[src/rtl/lc3_pkg.sv]
// Shared definitions for the LC-3 pipeline controller.
//   - opcode constants (IR[15:12])
//   - controller FSM state encoding
//   - mem_state codes reported to the data-memory side
//   - small opcode classification helpers
package lc3_pkg;

  typedef enum logic [2:0] {
    RUN       = 3'd0,
    MEM_IND   = 3'd1,
    MEM_RD    = 3'd2,
    MEM_WR    = 3'd3,
    CTRL_WAIT = 3'd4
  } state_t;

  localparam logic [3:0] OP_BR  = 4'b0000;
  localparam logic [3:0] OP_ADD = 4'b0001;
  localparam logic [3:0] OP_LD  = 4'b0010;
  localparam logic [3:0] OP_ST  = 4'b0011;
  localparam logic [3:0] OP_AND = 4'b0101;
  localparam logic [3:0] OP_LDR = 4'b0110;
  localparam logic [3:0] OP_STR = 4'b0111;
  localparam logic [3:0] OP_NOT = 4'b1001;
  localparam logic [3:0] OP_LDI = 4'b1010;
  localparam logic [3:0] OP_STI = 4'b1011;
  localparam logic [3:0] OP_JMP = 4'b1100;
  localparam logic [3:0] OP_LEA = 4'b1110;

  localparam logic [1:0] MS_READ  = 2'd0;
  localparam logic [1:0] MS_IND   = 2'd1;
  localparam logic [1:0] MS_WRITE = 2'd2;
  localparam logic [1:0] MS_IDLE  = 2'd3;

  // Instructions whose result comes out of the ALU in execute.
  function automatic logic is_alu_op(input logic [3:0] op);
    return (op == OP_ADD) || (op == OP_AND) || (op == OP_NOT) || (op == OP_LEA);
  endfunction

  function automatic logic is_load_op(input logic [3:0] op);
    return (op == OP_LD) || (op == OP_LDR) || (op == OP_LDI);
  endfunction

  function automatic logic is_mem_op(input logic [3:0] op);
    return (op == OP_LD) || (op == OP_LDR) || (op == OP_ST) ||
           (op == OP_STR) || (op == OP_LDI) || (op == OP_STI);
  endfunction

  function automatic logic is_ctrl_op(input logic [3:0] op);
    return (op == OP_BR) || (op == OP_JMP);
  endfunction

  // First memory state for a load/store leaving execute.
  function automatic state_t mem_entry_state(input logic [3:0] op);
    if ((op == OP_LDI) || (op == OP_STI)) return MEM_IND;
    else if ((op == OP_ST) || (op == OP_STR)) return MEM_WR;
    else return MEM_RD;
  endfunction

endpackage

[src/rtl/lc3_controller_if.sv]
// Pipeline-side signal bundle of the LC-3 controller.
//   inputs : complete_instr, complete_data, IR, IR_Exec, psr
//   outputs: stage enables, br_taken, bypass selects, mem_state
// slave  = controller view, master = the pipeline/environment driving it.
interface lc3_controller_if;
  logic        complete_instr;
  logic        complete_data;
  logic [15:0] IR;
  logic [15:0] IR_Exec;
  logic [2:0]  psr;

  logic        enable_updatePC;
  logic        enable_fetch;
  logic        enable_decode;
  logic        enable_execute;
  logic        enable_writeback;
  logic        br_taken;
  logic        bypass_alu_1;
  logic        bypass_alu_2;
  logic        bypass_mem_1;
  logic        bypass_mem_2;
  logic [1:0]  mem_state;

  modport slave (
    input  complete_instr, complete_data, IR, IR_Exec, psr,
    output enable_updatePC, enable_fetch, enable_decode, enable_execute,
           enable_writeback, br_taken, bypass_alu_1, bypass_alu_2,
           bypass_mem_1, bypass_mem_2, mem_state
  );

  modport master (
    output complete_instr, complete_data, IR, IR_Exec, psr,
    input  enable_updatePC, enable_fetch, enable_decode, enable_execute,
           enable_writeback, br_taken, bypass_alu_1, bypass_alu_2,
           bypass_mem_1, bypass_mem_2, mem_state
  );
endinterface

[src/rtl/lc3_bypass_unit.sv]
// Operand forwarding selects for the instruction entering execute.
//   run            : controller is in RUN (selects forced to 0 otherwise)
//   ir_op/sr1/sr2  : opcode and source fields of IR, ir_imm = IR[5]
//   ex_op/ex_dr    : opcode and destination field of IR_Exec
//   bypass_alu_*   : forward the execute-stage ALU result to source 1/2
//   bypass_mem_*   : forward the loaded memory value to source 1/2
module lc3_bypass_unit
  import lc3_pkg::*;
(
  input  logic       run,
  input  logic [3:0] ir_op,
  input  logic [2:0] ir_sr1,
  input  logic [2:0] ir_sr2,
  input  logic       ir_imm,
  input  logic [3:0] ex_op,
  input  logic [2:0] ex_dr,
  output logic       bypass_alu_1,
  output logic       bypass_alu_2,
  output logic       bypass_mem_1,
  output logic       bypass_mem_2
);

  logic [2:0] src_reg [2];
  logic [1:0] src_used;
  logic [1:0] src_hit;
  logic [1:0] alu_fwd;
  logic [1:0] mem_fwd;
  logic       ex_alu;
  logic       ex_load;

  assign src_reg[0] = ir_sr1;
  assign src_reg[1] = ir_sr2;

  // SR1 is read by ALU ops, base-register memory ops and JMP; SR2 only by
  // ADD/AND in register mode (IR[5]=0 selects the register operand).
  assign src_used[0] = (ir_op == OP_ADD) || (ir_op == OP_AND) || (ir_op == OP_NOT) ||
                       (ir_op == OP_LDR) || (ir_op == OP_STR) || (ir_op == OP_JMP);
  assign src_used[1] = ((ir_op == OP_ADD) || (ir_op == OP_AND)) && !ir_imm;

  assign ex_alu  = is_alu_op(ex_op);
  assign ex_load = is_load_op(ex_op);

  generate
    for (genvar gi = 0; gi < 2; gi++) begin : g_src
      assign src_hit[gi] = run && src_used[gi] && (ex_dr == src_reg[gi]);
      assign alu_fwd[gi] = src_hit[gi] && ex_alu;
      assign mem_fwd[gi] = src_hit[gi] && ex_load;
    end
  endgenerate

  assign bypass_alu_1 = alu_fwd[0];
  assign bypass_alu_2 = alu_fwd[1];
  assign bypass_mem_1 = mem_fwd[0];
  assign bypass_mem_2 = mem_fwd[1];

endmodule

[src/rtl/lc3_controller.sv]
// LC-3 pipeline controller: stage enables, memory-access sequencing,
// branch resolution stall and operand bypass selects.
//   clk : rising-edge clock
//   rst : asynchronous active-low reset
//   bus : lc3_controller_if.slave (memory handshakes, IR/IR_Exec/psr in;
//         enables, br_taken, bypass selects, mem_state out)
module lc3_controller
  import lc3_pkg::*;
(
  input logic             clk,
  input logic             rst,
  lc3_controller_if.slave bus
);

  state_t     state_reg, state_next;
  logic [2:0] valid_reg, valid_next;   // decode/execute/writeback holds a real instruction
  logic [1:0] count_reg, count_next;

  logic [3:0] op_d;
  logic [3:0] op_x;
  logic       advance;
  logic       upd_c, fetch_c, dec_c, exe_c, wb_c, br_c;
  logic [1:0] ms_c;

  assign op_d = bus.IR[15:12];
  assign op_x = bus.IR_Exec[15:12];

  always_ff @(posedge clk or negedge rst) begin
    if (!rst) begin
      state_reg <= RUN;
      valid_reg <= 3'b000;
      count_reg <= 2'd0;
    end else begin
      state_reg <= state_next;
      valid_reg <= valid_next;
      count_reg <= count_next;
    end
  end

  always_comb begin
    state_next = state_reg;
    valid_next = valid_reg;
    count_next = count_reg;
    advance    = 1'b0;
    upd_c      = 1'b0;
    fetch_c    = 1'b0;
    dec_c      = 1'b0;
    exe_c      = 1'b0;
    wb_c       = 1'b0;
    br_c       = 1'b0;
    ms_c       = MS_IDLE;

    case (state_reg)
      RUN: begin
        if (is_mem_op(op_x)) begin
          // The pipeline still steps this cycle (if imem delivered); the
          // load/store then finishes its access in the memory states.
          advance    = bus.complete_instr;
          state_next = mem_entry_state(op_x);
        end else if (is_ctrl_op(op_d)) begin
          // Let the BR/JMP move into execute but stop fetching down the
          // fall-through path until the target is known.
          dec_c      = valid_reg[0];
          exe_c      = valid_reg[1];
          wb_c       = valid_reg[2];
          count_next = 2'd2;
          state_next = CTRL_WAIT;
        end else begin
          advance = bus.complete_instr;
        end

        if (advance) begin
          upd_c      = 1'b1;
          fetch_c    = 1'b1;
          dec_c      = valid_reg[0];
          exe_c      = valid_reg[1];
          wb_c       = valid_reg[2];
          valid_next = {valid_reg[1:0], 1'b1};
        end
      end

      MEM_IND: begin
        ms_c = MS_IND;
        if (bus.complete_data)
          state_next = (op_x == OP_LDI) ? MEM_RD : MEM_WR;
      end

      MEM_RD: begin
        ms_c = MS_READ;
        if (bus.complete_data) begin
          wb_c       = 1'b1;
          state_next = RUN;
        end
      end

      MEM_WR: begin
        ms_c = MS_WRITE;
        if (bus.complete_data)
          state_next = RUN;
      end

      CTRL_WAIT: begin
        if (count_reg == 2'd0) begin
          upd_c = 1'b1;
          if (op_x == OP_BR)
            br_c = |(bus.IR_Exec[11:9] & bus.psr);
          else
            br_c = (op_x == OP_JMP);
          // Whatever was fetched behind the branch is discarded.
          valid_next = 3'b000;
          state_next = RUN;
        end else begin
          count_next = count_reg - 2'd1;
        end
      end

      default: state_next = RUN;
    endcase
  end

  // Outputs are also gated by rst so they drop in the same cycle reset
  // is asserted, independent of the clock.
  assign bus.enable_updatePC  = rst & upd_c;
  assign bus.enable_fetch     = rst & fetch_c;
  assign bus.enable_decode    = rst & dec_c;
  assign bus.enable_execute   = rst & exe_c;
  assign bus.enable_writeback = rst & wb_c;
  assign bus.br_taken         = rst & br_c;
  assign bus.mem_state        = rst ? ms_c : MS_IDLE;

  lc3_bypass_unit u_bypass (
    .run          (rst && (state_reg == RUN)),
    .ir_op        (op_d),
    .ir_sr1       (bus.IR[8:6]),
    .ir_sr2       (bus.IR[2:0]),
    .ir_imm       (bus.IR[5]),
    .ex_op        (op_x),
    .ex_dr        (bus.IR_Exec[11:9]),
    .bypass_alu_1 (bus.bypass_alu_1),
    .bypass_alu_2 (bus.bypass_alu_2),
    .bypass_mem_1 (bus.bypass_mem_1),
    .bypass_mem_2 (bus.bypass_mem_2)
  );

endmodule

[src/flat_wrapper.sv]
// flat-port wrapper written by rule: the top's interface ports become plain ports
module lc3_controller_flat import lc3_pkg::*;
  (clk, rst, bus_complete_instr, bus_complete_data, bus_IR, bus_IR_Exec, bus_psr, bus_enable_updatePC, bus_enable_fetch, bus_enable_decode, bus_enable_execute, bus_enable_writeback, bus_br_taken, bus_bypass_alu_1, bus_bypass_alu_2, bus_bypass_mem_1, bus_bypass_mem_2, bus_mem_state);
  lc3_controller_if bus_i ();
  input logic clk;
  input logic rst;
  input wire logic [$bits(bus_i.complete_instr)-1:0] bus_complete_instr;
  input wire logic [$bits(bus_i.complete_data)-1:0] bus_complete_data;
  input wire logic [$bits(bus_i.IR)-1:0] bus_IR;
  input wire logic [$bits(bus_i.IR_Exec)-1:0] bus_IR_Exec;
  input wire logic [$bits(bus_i.psr)-1:0] bus_psr;
  output wire logic [$bits(bus_i.enable_updatePC)-1:0] bus_enable_updatePC;
  output wire logic [$bits(bus_i.enable_fetch)-1:0] bus_enable_fetch;
  output wire logic [$bits(bus_i.enable_decode)-1:0] bus_enable_decode;
  output wire logic [$bits(bus_i.enable_execute)-1:0] bus_enable_execute;
  output wire logic [$bits(bus_i.enable_writeback)-1:0] bus_enable_writeback;
  output wire logic [$bits(bus_i.br_taken)-1:0] bus_br_taken;
  output wire logic [$bits(bus_i.bypass_alu_1)-1:0] bus_bypass_alu_1;
  output wire logic [$bits(bus_i.bypass_alu_2)-1:0] bus_bypass_alu_2;
  output wire logic [$bits(bus_i.bypass_mem_1)-1:0] bus_bypass_mem_1;
  output wire logic [$bits(bus_i.bypass_mem_2)-1:0] bus_bypass_mem_2;
  output wire logic [$bits(bus_i.mem_state)-1:0] bus_mem_state;
  assign bus_i.complete_instr = bus_complete_instr;
  assign bus_i.complete_data = bus_complete_data;
  assign bus_i.IR = bus_IR;
  assign bus_i.IR_Exec = bus_IR_Exec;
  assign bus_i.psr = bus_psr;
  assign bus_enable_updatePC = bus_i.enable_updatePC;
  assign bus_enable_fetch = bus_i.enable_fetch;
  assign bus_enable_decode = bus_i.enable_decode;
  assign bus_enable_execute = bus_i.enable_execute;
  assign bus_enable_writeback = bus_i.enable_writeback;
  assign bus_br_taken = bus_i.br_taken;
  assign bus_bypass_alu_1 = bus_i.bypass_alu_1;
  assign bus_bypass_alu_2 = bus_i.bypass_alu_2;
  assign bus_bypass_mem_1 = bus_i.bypass_mem_1;
  assign bus_bypass_mem_2 = bus_i.bypass_mem_2;
  assign bus_mem_state = bus_i.mem_state;
  lc3_controller u_core (.clk(clk), .rst(rst), .bus(bus_i));
endmodule
[config.mk]
export PLATFORM = sky130hd
export DESIGN_NAME = lc3_controller_flat
export DESIGN_NICKNAME = d
export VERILOG_FILES = /design/src/rtl/lc3_pkg.sv /design/src/rtl/lc3_controller_if.sv /design/src/rtl/lc3_bypass_unit.sv /design/src/rtl/lc3_controller.sv /design/src/flat_wrapper.sv
export SDC_FILE = /design/constraint.sdc
export NUM_CORES = 1
export LEC_CHECK = 0
export CELL_PAD_IN_SITES_DETAIL_PLACEMENT = 0
export CELL_PAD_IN_SITES_GLOBAL_PLACEMENT = 2
export CORE_MARGIN = 3
export CORE_UTILIZATION = 16
export DETAILED_ROUTE_END_ITERATION = 10
export PLACE_DENSITY_LB_ADDON = 0.1
export RECOVER_POWER = 25
export SYNTH_ARGS = -nofsm -noshare
export SYNTH_HDL_FRONTEND = slang
export SYNTH_SLANG_ARGS = --single-unit
[constraint.sdc]
create_clock -name clk -period 1.7 [get_ports clk]
set_input_delay 0.34 -clock clk [delete_from_list [all_inputs] [get_ports clk]]
set_output_delay 0.34 -clock clk [all_outputs]
set_load 0.01 [all_outputs]
== Word level (Yosys, flattened, before mapping) ==
Cells that the tools add are included.
Word-level totals
  memory bits (read-only): 0
  RAM bits: 0
  output and inout port bits: 12
  memories kept: 0
  flip-flop bits (word level): 8
  latch bits: 0
  input bits: 39
Cells by class
  shift-type cells: 0
  mux-type cells: 40
  eq/ne operators: 31
  $add $sub $neg: 1
  div/mod/pow operators: 0
  bitwise gates (word level): 7
  multiply operators: 0
  reductions and logical operators: 38
  $lt $le $gt $ge: 0
Operators with widths (number)
  $eq 4x4->1 const B: 7
  $eq 4x3->1 const B: 6
  $mux 1: 23
  $mux 3: 7
  $logic_or 1x1->1: 17
  $pmux 3 s4: 1
  $logic_and 1x1->1: 10
  $eq 4x1->1 const B: 2
  $eq 4x2->1 const B: 2
  $logic_not 4->1: 2
  $mux 2: 4
  $ne 2x1->1 const B: 4
  $reduce_and 4->1: 2
  $and 1x1->1: 6
  $eq 3x2->1 const B: 2
  $eq 3x3->1: 2
  $ne 2x2->1 const B: 3
  $pmux 2 s3: 1
  $pmux 3 s2: 1
  $pmux 1 s2: 2
  $pmux 2 s2: 1
  $and 3x3->3: 1
  $eq 3x1->1 const B: 1
  $eq 3x3->1 const B: 1
  other kinds (9): 9

== Longest topological paths before layout ==
  depth in word-level cells: 11
  mapped depth: 6
  mapped depth without buffers: 6

== Hierarchy ==
From an unflattened synthesis, not the netlist that was laid out.
Unflattened totals
  cell total of the unflattened synthesis: 95
  area total of the unflattened synthesis: 788.3 sq um
By module, submodules not included
  lc3_controller: area an instance 628.1 sq um, instances 1, sequential area each 200.2 sq um, cells each 72
  lc3_bypass_unit: area an instance 160.2 sq um, instances 1, sequential area each 0.0 sq um, cells each 23

== Worst setup path before layout ==
OpenSTA, ideal clock, no wires.
  path type: reg-to-output
  start: reg u_core.state_reg[1]
  end: out bus_bypass_alu_1
  buffers on the path: 0
  arrival: 1.497 ns
  stages on the path, launching flop included: 5
  path slack: -0.137 ns
  cells stage by stage: dfrtp_1 -> or4b_4 -> nor4_2 -> o211ai_1 -> nor2_1
On the way
  cells in the longest elaborated chain, start to end: 5
Ends and longest elaborated chain
  from (decl): RTL line lc3_controller.sv:15  | state_t state_reg, state_next;
  from (signal assigned): RTL line lc3_controller.sv:34  | state_reg <= state_next;
  $logic_not 3->1: RTL line lc3_controller.sv:132  | .run (rst && (state_reg == RUN)),
  $logic_and 1x1->1: RTL line lc3_controller.sv:132
  $logic_and 1x1->1 (2 in series): RTL line lc3_bypass_unit.sv:45  | assign src_hit[gi] = run && src_used[gi] && (ex_dr == src_reg[gi]);
  $logic_and 1x1->1: RTL line lc3_bypass_unit.sv:46  | assign alu_fwd[gi] = src_hit[gi] && ex_alu;
  to (decl): RTL line flat_wrapper.sv:18  | output wire logic [$bits(bus_i.bypass_alu_1)-1:0] bus_bypass_alu_1;
Every way passes these cells.

== Final worst setup path ==
  start: reg u_core.state_reg[2]
  end: out bus_bypass_mem_1
On the way
  cells in the longest elaborated chain, start to end: 5
Ends and longest elaborated chain
  $logic_not 3->1: RTL line lc3_controller.sv:132
  $logic_and 1x1->1: RTL line lc3_controller.sv:132
  $logic_and 1x1->1 (2 in series): RTL line lc3_bypass_unit.sv:45
  $logic_and 1x1->1: RTL line lc3_bypass_unit.sv:47  | assign mem_fwd[gi] = src_hit[gi] && ex_load;
  to (decl): RTL line flat_wrapper.sv:20  | output wire logic [$bits(bus_i.bypass_mem_1)-1:0] bus_bypass_mem_1;
Every way passes these cells.

==> load_flow_metrics.sql <==
INSERT INTO impl_metrics (metric_group, metric, value, unit) VALUES
('synth', 'synthArstFlopShare', '100', '%'),
('sta', 'slew_headroom', '67.2', '%'),
('power', 'pwr-share-comb', '68.7', '%'),
('sta', 'layout_min_cycle_time', '2.23', 'ns'),
('final_layout', 'finish.instance_area', '1640', 'um2'),
('floorplan', 'core_area', '4560', 'um2'),
('clock_network', 'clock_path_buffers', '2', ''),
('synth', 'ys_ff_latch', '8', ''),
('synth', 'synth_nets', '136', ''),
('place', 'placement.io_buffers', '36', ''),
('hold_path', 'worst_hold_path_type', 'input pin to asynchronous set/reset pin', ''),
('power', 'part_of_the_power_in_registers', '17.7', '%'),
('sta', 'maxSlewViolCount', '0', ''),
('sta', 'timing.final.ws_setup', '-0.528', 'ns'),
('synth', 'synthDominantCellAreaShare', '25.4', '%'),
('setup_path', 'critPathCaptureType', 'output pin', ''),
('synth', 'ys_top_cells_by_count', 'sky130_fd_sc_hd__dfrtp_1, sky130_fd_sc_hd__nand2_1, sky130_fd_sc_hd__inv_1, sky130_fd_sc_hd__xor2_1, sky130_fd_sc_hd__nor2_1', ''),
('global_routing', 'grt_util_all_layers', '10.4', '%'),
('run_status', 'failed_checks', 'setup timing', ''),
('sta', 'timing.final.setup_violations', '11', ''),
('clock_network', 'tritoncts_clock_tree', 'built', ''),
('detailed_routing', 'via_per_inst', '4.17', ''),
('synth', 'yosys_most_used_dff', 'sky130_fd_sc_hd__dfrtp_1', ''),
('synth', 'synth-warning-count', '0', ''),
('detailed_routing', 'initialDrtViolationCount', '40', ''),
('clock_network', 'clock-sinks', '8', ''),
('sta', 'rsz0062_at_grt', 'true', ''),
('synth', 'avgSynthCellArea', '8.22', 'um2'),
('place', 'placed_cell_area', '1440', 'um2'),
('global_routing', 'antenna_violations_before_repair', '0', ''),
('final_layout', 'area_growth_syn_to_layout', '108', '%'),
('power', 'p_clk_share', '13.6', '%'),
('run_status', 'run_status', 'complete, but fails checks', ''),
('setup_path', 'path_class', 'flop to output pin', ''),
('synth', 'ys_types', '39', ''),
('setup_path', 'timing.critical_path.buf_inv', '2', ''),
('detailed_routing', 'wire_per_inst', '12.3', 'um'),
('synth', 'post_synth_edffs', '0', ''),
('synth', 'synth_top_cells_by_area', 'sky130_fd_sc_hd__dfrtp_1, sky130_fd_sc_hd__xor2_1, sky130_fd_sc_hd__mux2i_1', ''),
('global_routing', 'grt_first_pass_wirelength', '4950', 'um'),
('setup_path', 'cell_family_contributing_the_most_delay_on_the_critical_path', 'simple AND/OR/NAND/NOR gates', ''),
('final_layout', 'num_antenna_cells', '0', ''),
('power', 'leakagePower', '0.738', 'nW'),
('power', 'p_per_area', '1080', 'nW/um2'),
('synth', 'syn-instance-count', '96', ''),
('sta', 'setup_total_negative_slack', '-3.67', 'ns'),
('floorplan', 'die-area', '5810', 'um2'),
('final_layout', 'drive_gt1_share', '50.9', '%'),
('power', 'internal_power_contribution', '1.11', 'mW'),
('sta', 'hold_violation_count_in_the_final_report', '0', ''),
('clock_network', 'clk_pin_slew_worst_paths', '0.05', 'ns'),
('floorplan', 'io_pins', '51', ''),
('global_routing', 'grt_overflow', '0', ''),
('place', 'post-dp-hpwl', '2240', 'um'),
('synth', 'netlist_area_pre_place', '790', 'um2'),
('final_layout', 'final_nets', '213', ''),
('setup_path', 'cp_slowest_cell', 'sky130_fd_sc_hd__or4b_4', ''),
('sta', 'min_period_over_period', '131', '%'),
('power', 'switchingPower', '0.665', 'mW'),
('floorplan', 'floorplan.die.width', '76.2', 'um'),
('setup_path', 'timing.critical_path.slowest_cell_delay', '0.59', 'ns'),
('setup_path', 'start_kind', 'flop', ''),
('power', 'max-vdd-ir-drop', '0.383', 'mV'),
('sta', 'worst_pin_slew', '0.492', 'ns'),
('setup_path', 'timing.critical_path.cells', 'or4b_4 -> buf_6 -> nor4_4 -> o211ai_1 -> nor3_2 -> buf_2', ''),
('global_routing', 'grt_start_max_net_pins', '13', ''),
('detailed_routing', 'route.vias.total', '984', ''),
('floorplan', 'num_rows', '24', ''),
('global_routing', 'via_count_of_the_first_global_routing_pass', '1006', ''),
('setup_path', 'worst-endpoint-arrival', '1.89', 'ns'),
('setup_path', 'critPathRequiredTime', '1.36', 'ns');
## worst reg2reg max path, stage by stage, from the launching register on
cell	delay [ns]
sky130_fd_sc_hd__dfrtp_1	0.39
sky130_fd_sc_hd__buf_6	0.12
sky130_fd_sc_hd__buf_8	0.12
sky130_fd_sc_hd__nor2_4	0.14
sky130_fd_sc_hd__buf_6	0.12
sky130_fd_sc_hd__buf_4	0.09
sky130_fd_sc_hd__buf_4	0.09
sky130_fd_sc_hd__buf_4	0.10
sky130_fd_sc_hd__nand3_1	0.11
sky130_fd_sc_hd__a21o_1	0.20
## placed cells by master (no fill, tap or decap), drive strengths merged, types with 2 or more instances in the layout
cell	instances
nand3	3
clkdlybuf4s15	4
dlygate4sd2	5
nor4	2
nor2	6
inv	7
xnor2	2
nand2	8
buf	56
nor3	7
mux2i	4
o21ai	5
nor2b	4
clkdlybuf4s50	10
dfrtp	8
xor2	7
clkbuf	3
o21a	3
a21oi	4
and2	3
## through the flow
stage / util, % / worst slack, ns / hold WS (ns)
final: 36.0 / -0.528 / 0.166
after global routing: 36.0 / -0.618 / 0.180
after CTS: 33.7 / -0.565 / 0.170
after detailed placement: 31.6 / -1.05 / 0.501
after global placement: 31.6 / -1.01 / 0.484
after floorplan: - / -0.0659 / 0.0444
## power by group through the flow
| stage | combinational [mW] | sequential, mW | clock [mW] |
|---|---|---|---|
| 3_3_place_gp | 0.918 | 0.305 | 0 |
| 6_report | 1.22 | 0.313 | 0.241 |
| 2_1_floorplan | 0.471 | 0.300 | 0 |
| 3_5_place_dp | 0.921 | 0.307 | 0 |
| 4_1_cts | 1.02 | 0.310 | 0.252 |
| 5_1_grt | 1.33 | 0.322 | 0.266 |
## cell type report
| class | instances | area (um2) |
|---|---|---|
| well taps | 65 | 81.3 |
| repair buffers | 75 | 624 |
| clock buffers | 3 | 41.3 |
| inverters | 7 | 26.3 |
| flip-flops and latches | 8 | 200 |
| multi-input cells | 78 | 669 |
| fillers | 490 | 2920 |
## metal layers
metal	up-vias	global-route usage [%]	share of wire [%]
met1	452	14.1	48
met4	0	3.08	1.0
li1	498	-	-
met3	6	3.31	4.2
met2	28	15.7	47
met5	-	0	0
## kinds of logic after synthesis
| kind of cell | after synthesis | synth area share, % |
|---|---|---|
| simple gates | 39 | 28.5 |
| compound gates | 25 | 24.7 |
| buf+inv | 10 | 4.75 |
| xor+xnor | 9 | 9.98 |
| flops | 8 | 25.4 |
| mux | 4 | 5.07 |
| fa+ha+maj | 1 | 1.58 |
## path summary, 6_finish.rpt
check                                    start                   to  slack, ns  cells after the start
max                        u_core.state_reg[2]     bus_bypass_mem_1      -0.53                      6
max reg2reg                u_core.state_reg[1]  u_core.valid_reg[0]       0.08                      9
min reg2reg                u_core.valid_reg[0]  u_core.valid_reg[0]       0.51                      1
min                                        rst  u_core.state_reg[2]       0.17                      2
max in group asynchronous                  rst  u_core.count_reg[0]       1.39                      2
min in group clk           u_core.valid_reg[0]  u_core.valid_reg[0]       0.51                      1
## timing repair
item                       CTS  global route
gates resized for setup     95            23
setup buffers                6             7
setup endpoints to repair   17            13
pin swaps                   16            11
(Power assumes the default switching activity.)
